`src/rtl/qed_trace_if.sv`:
```
// Replay stream from qed_trace_reader: one paired trace beat per handshake.
// A beat transfers on a rising clk edge where out_valid && out_ready; while out_valid=1 and
// out_ready=0 every out_* field holds stable, and out_valid never drops without a transfer.
interface qed_trace_if #(
  parameter int FIFO_SIZE = 16,
  parameter int PKT_W     = 32
);
  localparam int IW = $clog2(FIFO_SIZE);

  logic             out_valid;
  logic             out_ready;
  logic [PKT_W-1:0] out_pkt1;
  logic [PKT_W-1:0] out_pkt2;
  logic [IW-1:0]    out_idx;
  logic             out_mismatch;
  logic             out_last;

  modport master (
    output out_valid, out_pkt1, out_pkt2, out_idx, out_mismatch, out_last,
    input  out_ready
  );

  modport slave (
    input  out_valid, out_pkt1, out_pkt2, out_idx, out_mismatch, out_last,
    output out_ready
  );
endinterface

```
`src/rtl/qed_trace_reader.sv`:
```
// Replays the two frozen QED capture FIFOs oldest-first as paired beats once a fault freezes them,
// flagging per-beat divergence and remembering the first divergent age index.
module qed_trace_reader #(
  parameter  int FIFO_SIZE = 16,
  parameter  int PKT_W     = 32,
  localparam int IW        = $clog2(FIFO_SIZE)
) (
  input  logic             clk,
  input  logic             reset,
  input  logic [PKT_W-1:0] trace1 [FIFO_SIZE],
  input  logic [PKT_W-1:0] trace2 [FIFO_SIZE],
  input  logic [IW-1:0]    head1,
  input  logic [IW-1:0]    head2,
  input  logic             has_fault_occured,
  qed_trace_if.master      stream,
  output logic             dump_done,
  output logic             mismatch_found,
  output logic [IW-1:0]    first_mismatch_idx,
  output logic [1:0]       state_dbg
);

  typedef enum logic [1:0] {IDLE = 2'd0, LOAD = 2'd1, DUMP = 2'd2, DONE = 2'd3} state_t;

  state_t        state, state_nxt;
  logic [IW:0]   fill;
  logic [IW:0]   count;
  logic [IW-1:0] rd1, rd2, beat;
  logic          hs;
  logic          last;

  // Mirrors the capture side's write condition so fill equals the number of valid entries.
  always_ff @(posedge clk) begin
    if (reset) begin
      fill <= '0;
    end else if (!has_fault_occured && fill != (IW+1)'(FIFO_SIZE)) begin
      fill <= fill + (IW+1)'(1);
    end
  end

  always_ff @(posedge clk) begin
    if (reset) state <= IDLE;
    else       state <= state_nxt;
  end

  always_comb begin
    state_nxt = state;
    case (state)
      IDLE: if (has_fault_occured) state_nxt = LOAD;
      LOAD: state_nxt = (fill == '0) ? DONE : DUMP;
      DUMP: if (hs && last) state_nxt = DONE;
      DONE: state_nxt = DONE;
      default: state_nxt = IDLE;
    endcase
  end

  // Oldest slot is head-fill; when full, fill's low bits are zero so the oldest is head itself.
  always_ff @(posedge clk) begin
    if (reset) begin
      count <= '0;
      rd1   <= '0;
      rd2   <= '0;
      beat  <= '0;
    end else if (state == LOAD) begin
      count <= fill;
      rd1   <= head1 - fill[IW-1:0];
      rd2   <= head2 - fill[IW-1:0];
      beat  <= '0;
    end else if (hs) begin
      rd1   <= rd1 + IW'(1);
      rd2   <= rd2 + IW'(1);
      beat  <= beat + IW'(1);
    end
  end

  always_ff @(posedge clk) begin
    if (reset) begin
      mismatch_found     <= 1'b0;
      first_mismatch_idx <= '0;
    end else if (hs && stream.out_mismatch && !mismatch_found) begin
      mismatch_found     <= 1'b1;
      first_mismatch_idx <= beat;
    end
  end

  assign hs   = (state == DUMP) && stream.out_ready;
  assign last = (state == DUMP) && ({1'b0, beat} == count - (IW+1)'(1));

  always_comb begin
    stream.out_valid    = 1'b0;
    stream.out_pkt1     = '0;
    stream.out_pkt2     = '0;
    stream.out_idx      = beat;
    stream.out_mismatch = 1'b0;
    stream.out_last     = 1'b0;
    dump_done           = 1'b0;
    case (state)
      DUMP: begin
        stream.out_valid    = 1'b1;
        stream.out_pkt1     = trace1[rd1];
        stream.out_pkt2     = trace2[rd2];
        stream.out_mismatch = (trace1[rd1] != trace2[rd2]);
        stream.out_last     = last;
      end
      DONE:    dump_done = 1'b1;
      default: ;
    endcase
  end

  assign state_dbg = state;

endmodule

```
`src/flat_wrapper.sv`:
```
// flat-port wrapper written by rule: the top's interface ports become plain ports
module qed_trace_reader_flat 
#(
  parameter  int FIFO_SIZE = 16,
  parameter  int PKT_W     = 32,
  localparam int IW        = $clog2(FIFO_SIZE)
)
  (clk, reset, trace1, trace2, head1, head2, has_fault_occured, dump_done, mismatch_found, first_mismatch_idx, state_dbg, stream_out_valid, stream_out_pkt1, stream_out_pkt2, stream_out_idx, stream_out_mismatch, stream_out_last, stream_out_ready);
  qed_trace_if #(.FIFO_SIZE(FIFO_SIZE), .PKT_W(PKT_W)) stream_i ();
  input  logic clk;
  input  logic reset;
  input  logic [PKT_W-1:0] trace1[FIFO_SIZE];
  input  logic [PKT_W-1:0] trace2[FIFO_SIZE];
  input  logic [IW-1:0] head1;
  input  logic [IW-1:0] head2;
  input  logic has_fault_occured;
  output logic dump_done;
  output logic mismatch_found;
  output logic [IW-1:0] first_mismatch_idx;
  output logic [1:0] state_dbg;
  output wire logic [$bits(stream_i.out_valid)-1:0] stream_out_valid;
  output wire logic [$bits(stream_i.out_pkt1)-1:0] stream_out_pkt1;
  output wire logic [$bits(stream_i.out_pkt2)-1:0] stream_out_pkt2;
  output wire logic [$bits(stream_i.out_idx)-1:0] stream_out_idx;
  output wire logic [$bits(stream_i.out_mismatch)-1:0] stream_out_mismatch;
  output wire logic [$bits(stream_i.out_last)-1:0] stream_out_last;
  input wire logic [$bits(stream_i.out_ready)-1:0] stream_out_ready;
  assign stream_out_valid = stream_i.out_valid;
  assign stream_out_pkt1 = stream_i.out_pkt1;
  assign stream_out_pkt2 = stream_i.out_pkt2;
  assign stream_out_idx = stream_i.out_idx;
  assign stream_out_mismatch = stream_i.out_mismatch;
  assign stream_out_last = stream_i.out_last;
  assign stream_i.out_ready = stream_out_ready;
  qed_trace_reader #(.FIFO_SIZE(FIFO_SIZE), .PKT_W(PKT_W)) u_core (.clk(clk), .reset(reset), .trace1(trace1), .trace2(trace2), .head1(head1), .head2(head2), .has_fault_occured(has_fault_occured), .stream(stream_i), .dump_done(dump_done), .mismatch_found(mismatch_found), .first_mismatch_idx(first_mismatch_idx), .state_dbg(state_dbg));
endmodule
```
`config.mk`:
```
export PLATFORM = sky130hd
export DESIGN_NAME = qed_trace_reader_flat
export DESIGN_NICKNAME = d
export VERILOG_FILES = /design/src/rtl/qed_trace_if.sv /design/src/rtl/qed_trace_reader.sv /design/src/flat_wrapper.sv
export SDC_FILE = /design/constraint.sdc
export NUM_CORES = 1
export LEC_CHECK = 0
export CAP_MARGIN = 20
export CORE_AREA = 2 2 429 431
export CTS_BUF_LIST = sky130_fd_sc_hd__clkbuf_2
export DETAILED_ROUTE_END_ITERATION = 7
export DIE_AREA = 0 0 431 433
export GPL_ROUTABILITY_DRIVEN = 0
export REMOVE_ABC_BUFFERS = 1
export SLEW_MARGIN = 25
export SYNTH_ARGS = -nofsm -noshare
export SYNTH_HDL_FRONTEND = slang
export SYNTH_SLANG_ARGS = --single-unit
export TNS_END_PERCENT = 1
```
`constraint.sdc`:
```
create_clock -name clk -period 5.64 [get_ports clk]
set_input_delay 1.41 -clock clk [delete_from_list [all_inputs] [get_ports clk]]
set_output_delay 1.41 -clock clk [all_outputs]
set_load 0.01 [all_outputs]
```
After elaboration in Yosys (flattened, before gate mapping)
Cells that the tools add are included.
{"block": "totals", "romBits": 0, "input_bits": 1036, "n_memories": 0, "latchBits": 0, "ram_bits": 0, "out_inout_bits": 79, "regBits": 29, "elab_cells": 60}
{"block": "op_classes", "bitwise": 2, "n_addsub": 7, "muxes": 20, "n_reduce_logical": 13, "shift": 0, "mul": 0, "div": 0, "order_cmp": 2, "eq_ne": 8}
{"operator": "binary-select mux 32 bit (select 4 bit)", "n": 2}
{"operator": "2-to-1 mux 32 bit", "n": 6}
{"operator": "!= test 32 bit", "n": 1}
{"operator": "2-to-1 mux 4 bit", "n": 4}
{"operator": "adder 4 x 1 -> 4 bit, second input constant", "n": 3}
{"operator": ">= comparator 5 bit, second input constant", "n": 2}
{"operator": "inverter 4 -> 5 bit", "n": 2}
{"operator": "one-hot mux 2 bit (4 select lines)", "n": 1}
{"operator": "subtractor 4 bit", "n": 2}
{"operator": "logical AND 1 bit", "n": 6}
{"operator": "adder 5 x 1 -> 5 bit, second input constant", "n": 1}
{"operator": "== test 4 x 5 -> 1 bit", "n": 1}
{"operator": "logical NOT 5 bit", "n": 1}
{"operator": "2-to-1 mux 1 bit", "n": 5}
{"operator": "!= test 5 bit, second input constant", "n": 1}
{"operator": "subtractor 5 x 1 -> 5 bit, second input constant", "n": 1}
{"operator": "== test 2 bit, second input constant", "n": 2}
{"operator": "2-to-1 mux 2 bit", "n": 2}
{"operator": "== test 2 x 1 -> 1 bit, second input constant", "n": 1}
{"operator": "logical NOT 1 bit", "n": 2}
{"operator": "logical NOT 2 bit", "n": 1}
{"operator": "!= test 2 x 1 -> 1 bit, second input constant", "n": 1}
{"operator": "!= test 2 bit, second input constant", "n": 1}
{"operator": "AND reduction 2 bit", "n": 1}
{"operator": "2 further kinds", "n": 2}

Logic depth before layout (Yosys ltp)
{"block": "logic_depth", "ltp_word": 8, "depth_mapped": 12, "mapped_depth_nobuf": 10}

Worst setup path before layout
OpenSTA, ideal clock, no wires.
{"block": "synth_timing", "path_type": "input-to-output", "start": "input trace2[27] (netlist bit)", "end": "output stream_out_mismatch", "t_required_ns": 4.230, "n_path_buf": 0, "cell_stages": 8, "t_arrival_ns": 3.437, "path_slack_ns": 0.793, "path_cell_list": "mux4_2 > a22o_1 > a221oi_1 > xor2_1 > nor4_1 > or4b_4 > nor3_1 > nor2_1"}
{"block": "synth_between", "elab_chain_cells": 5}
{"item": "from (decl)", "line_no": "flat_wrapper.sv:13", "rtl": "input logic [PKT_W-1:0] trace2[FIFO_SIZE];"}
{"item": "binary-select mux 32 bit (select 4 bit)", "line_no": "qed_trace_reader.sv:101", "rtl": "stream.out_mismatch = (trace1[rd1] != trace2[rd2]);"}
{"item": "2-to-1 mux 32 bit (implied by the code) (2 in a row)", "line_no": "qed_trace_reader.sv:101"}
{"item": "!= test 32 bit", "line_no": "qed_trace_reader.sv:101"}
{"item": "2-to-1 mux 1 bit", "line_no": "qed_trace_reader.sv:96", "rtl": "case (state)"}
{"item": "to (decl)", "line_no": "flat_wrapper.sv:25", "rtl": "output wire logic [$bits(stream_i.out_mismatch)-1:0] stream_out_mismatch;"}
Every way passes these cells. The select of a mux whose other input is x is not followed.

Worst setup path after layout
{"block": "layout_timing", "start": "input trace2[320] (netlist bit)", "end": "output stream_out_mismatch"}
Same word-level chain as after synthesis.

==> results.md <==
Placement:
- At the placement stage, the worst setup path has a slack of -1280 ps.
- The quantity of I/O buffers inserted on ports is ~1100.
- In this run, placement finished with an instance count of about 4400.
- The wire-length estimate of the detail-placed layout is 144000 um.

Layout:
- After filler insertion, the fill cell instance count of the layout stands at 20449.
- Leaving out fill and tap cells, the most frequent cells in the layout are sky130_fd_sc_hd__clkdlybuf4s50_1 (713), sky130_fd_sc_hd__mux4_2 (262), sky130_fd_sc_hd__dlygate4sd2_1 (164).
- The post-route core utilization is 0.146.
- The proportion of layout cells with a drive suffix above 1 is 0.312.
- The final layout contains about 3100 nets.
- Leaving out fill and tap cells, the most frequent cell in the layout is sky130_fd_sc_hd__clkdlybuf4s50_1.
- After the flow finishes, the layout carries non-filler instances totaling ~4500.
- From synthesis to final layout, the design area changed by 165%.

Logic synthesis:
- The synthesized design contains 0 enable-type register cells.
- In this run the cell area of the synthesized design comes to about 10000 um2.
- Each instance of the synthesized netlist takes up on average between 10 and 15 um2.
- For this run, the number of Yosys warnings is 0.
- After synthesis, the share of flip-flops with an asynchronous set or reset is 0.
- Synthesis produced between 800 and 900 cells.
- In this run, synthesis produced a sequential element count of 29.
- The most used flip-flop cell after synthesis is sky130_fd_sc_hd__dfxtp_1.
- Counting distinct cell types in the post-synthesis netlist gives 43.
- The part of the Yosys area used for sequential elements is 0.0579.

Setup path:
- The worst register-to-register path begins at u_core.rd1[1].
- The critical path starts at trace2[320].
- For this run, the slowest stage of the critical path takes about 590 ps.
- The worst setup path is launched from a primary input.
- The critical path data required time is approximately 4200 ps.
- The critical path goes through clkdlybuf4s50_1 > mux4_2 > a22o_1 > a221oi_4 > xor2_4 > nor4_4 > buf_6 > nand4_1 > nor3_4 > nor2_2 > buf_6.
- The critical-path maximum fanout is 2.
- The data arrival at the endpoint of the critical path is 4250 ps.
- The worst setup path is captured at a primary output.
- The number of buffers and inverters on the critical path is 3.
- The library cell appearing most often on the critical path is sky130_fd_sc_hd__buf_6.
- Broken down by cell family, the worst path's largest delay share belongs to simple AND/OR/NAND/NOR gates.
- In this run the register-to-register setup slack is roughly 1600 ps.
- The critical path in this run is classified as primary input to primary output.
- The cell with the largest stage delay on the worst path is sky130_fd_sc_hd__mux4_2.

Routing:
- The number of design rule violations left after detail routing is 0.
- Dividing the detail-routed wire length by the instance count gives 34.6 um.
- The total wire length is about 160000 um.
- The number of routed nets with antenna violations is 0.
- Using the TritonRoute via totals, the vias-per-cell ratio works out to around 3.4.
- The via total after detailed routing is between 15000 and 20000.
- The iteration-0 DRC count of the detailed router is 1328.
- The length of the first detailed-routing pass in iterations is 5.

Timing:
- The tightest hold margin is ~490 ps.
- The slew of the pin with the lowest slew margin is between 900 and 1000 ps.
- The number of slew-limit violations in the final report came to 0.
- The setup clock skew after layout is between 50 and 60 ps.
- The number of setup violations in the final report is 1.
- After layout, the worst setup slack is -17.6 ps.
- Setup repair after global routing could not meet its margin everywhere.
- The post-route minimum period is around 5700 ps.
- Measured against its own limit, the worst slew margin works out to 0.374.
- The final hold violation count is 0.
- The maximum frequency from static timing analysis is around 0.18 GHz.
- In the finished design, the share of the clock period the worst path needs comes to 1.00.

Floorplan:
- The initial utilization of the core area, before any placement, comes to 0.0551.
- The floorplan step defined a die boundary enclosing between 150000 and 200000 um2.
- The die is 431 um wide.
- Measured along the y axis, the die boundary spans roughly 430 um.
- For this design the top-level I/O count stands at ~1100.
- The core area is about 180000 um2.
- The floorplan has around 160 rows.

Clock network:
- The clock root buffer is sky130_fd_sc_hd__clkbuf_2.
- The H-tree depth is 2.
- The number of buffers inserted during clock tree synthesis is 5.
- For this design, the sink count on the clock tree is 29.
- The number of buffers on the longest clock path is 2.
- The clock network latency to the later pin of the worst-skew pair is around 430 ps.
- The TritonCTS clock tree is done.
- Clock-pin slew was measured on the worst setup and hold paths at between 150 and 200 ps.

Min path:
- The kind of path behind the tightest hold check is flop to flop.
- The startpoint identified for the worst hold timing path is u_core.fill[2].

Power:
- The power density of the placed cells is 178 nW/um2.
- In this run the static leakage power is roughly 10 nW.
- Total power for the finished layout comes to around 4.7 mW.
- Of the total power, combinational logic draws 0.914.
- The share of total power dissipated in the clock network is 0.027.
- The share of total power dissipated in sequential elements is 0.059.
- The fraction of power spent switching nets is 0.480.
- The internal power is 2.46 mW.
- The largest vdd supply drop is about 0.10 mV.
- In this run the power spent charging and discharging nets is approximately 2.3 mW.

GRT:
- After global routing the overflow that remains totals 0.
- The first global-routing pass estimated around 190000 um of wire.
- The pin count of the biggest net entering global routing is 38.
- The via count of the first global-routing pass is 15405.
- The initial antenna violation count was about 230.
- For this run, the total global-route usage over all layers was measured as 0.158.

Job:
- The tool flagged a number of max-cap violations equal to 0.

Outcome:
- The flow ran to the end, but the final reports show violations.
- The checks that failed: negative setup slack.
[final timing paths]
check / end / cells after the start
worst max-delay path: stream_out_mismatch / 11
worst max register to register: u_core.first_mismatch_idx[3] / 15
worst min-delay path: u_core.count[2] / 2
worst min register to register: u_core.count[2] / 2
[registers in the layout, indices dropped and copies added (netlist names)]
signal,cells
u_core.state_dbg,2
u_core.rd1,4
u_core.stream.out_idx,4
u_core.count,5
u_core.rd2,4
u_core.fill,5
u_core.mismatch_found,1
u_core.first_mismatch_idx,4
[cells by family after synthesis]
family	share of synthesized area
AOI/OAI and AO/OA	0.127
and+or+nand+nor	0.0754
DFF	0.0579
adders and majority gates	0.0190
xor gates and xnor gates	0.0480
buffers and inverters	0.0651
muxes	0.607
[stage by stage]
step / instance area (um2) / setup TNS (ps)
after floorplan: 9430 / -144840
after global placement: 25000 / -1340
after detailed placement: 25000 / -1280
after CTS: 25500 / -172
after global routing: 26500 / -73.4
final: 26600 / -17.6
[final cells by class]
class / instances / area, um2 / share of cell area
antenna: 74 / 185 / 0.00697
clock buffer: 5 / 25.0 / 0.000942
clock inverter: 3 / 17.5 / 0.000659
inverter: 13 / 48.8 / 0.00184
multi-input combinational: 687 / 9780 / 0.368
sequential: 29 / 598 / 0.0225
tap: 2385 / 2980 / 0.112
timing repair buffer: 1297 / 12900 / 0.487
[routing by layer]
layer / vias to the layer above / share of wire / GRT usage
li1: 6061 / - / -
met1: 7627 / 0.35 / 0.173
met2: 1151 / 0.51 / 0.291
met3: 409 / 0.094 / 0.0539
met4: 110 / 0.035 / 0.0355
met5: - / 0.0054 / 0.00494
[repair_timing]
action	4_1_cts	5_1_grt
buffers inserted	16	11
hold buffers	0	0
endpoints found under the setup margin	1	1
hold endpoints to repair	0	0
pin swaps	70	96
gates resized for setup	432	296
gates cloned	0	0
[tightest hold or removal path, delay by kind of cell (launching register included)]
| family | cells | cell delay (ps) |
|---|---|---|
| AO/OA/AOI/OAI | 1 | 50 |
| flip-flops | 1 | 370 |
| AND/OR/NAND/NOR | 1 | 60 |
[cell usage after synthesis (7+ instances only)]
cell                       number  area, um2
sky130_fd_sc_hd__nand2b_1      10       62.6
sky130_fd_sc_hd__mux4_2       259       5830
sky130_fd_sc_hd__nand2_1       66        248
sky130_fd_sc_hd__a221oi_1      12        105
sky130_fd_sc_hd__xnor2_1       29        254
sky130_fd_sc_hd__nor2_1        32        120
sky130_fd_sc_hd__nor2b_1       10       62.6
sky130_fd_sc_hd__mux2i_1       18        180
sky130_fd_sc_hd__buf_2         21        105
sky130_fd_sc_hd__and2_1        14       87.6
sky130_fd_sc_hd__a21oi_1       53        265
sky130_fd_sc_hd__buf_6         18        203
sky130_fd_sc_hd__nor3_1         9       45.0
sky130_fd_sc_hd__dfxtp_1       29        581
sky130_fd_sc_hd__a22oi_2        8        100
sky130_fd_sc_hd__clkbuf_1      39        146
sky130_fd_sc_hd__ha_1          12        150
sky130_fd_sc_hd__inv_1         13       48.8
sky130_fd_sc_hd__a22oi_1       76        571
sky130_fd_sc_hd__a211oi_1       7       52.6
sky130_fd_sc_hd__a22o_1        12        105
sky130_fd_sc_hd__xor2_1        26        228
[power groups by stage]
stage | Sequential [mW] | Clock [mW] | Combinational (mW)
3_3_place_gp | 0.308 | 0 | 4.05
4_1_cts | 0.297 | 0.135 | 4.33
5_1_grt | 0.285 | 0.140 | 4.59
2_1_floorplan | 0.472 | 0 | 1.48
6_report | 0.278 | 0.127 | 4.33
3_5_place_dp | 0.308 | 0 | 4.04
Power figures use the tool's default switching activity.
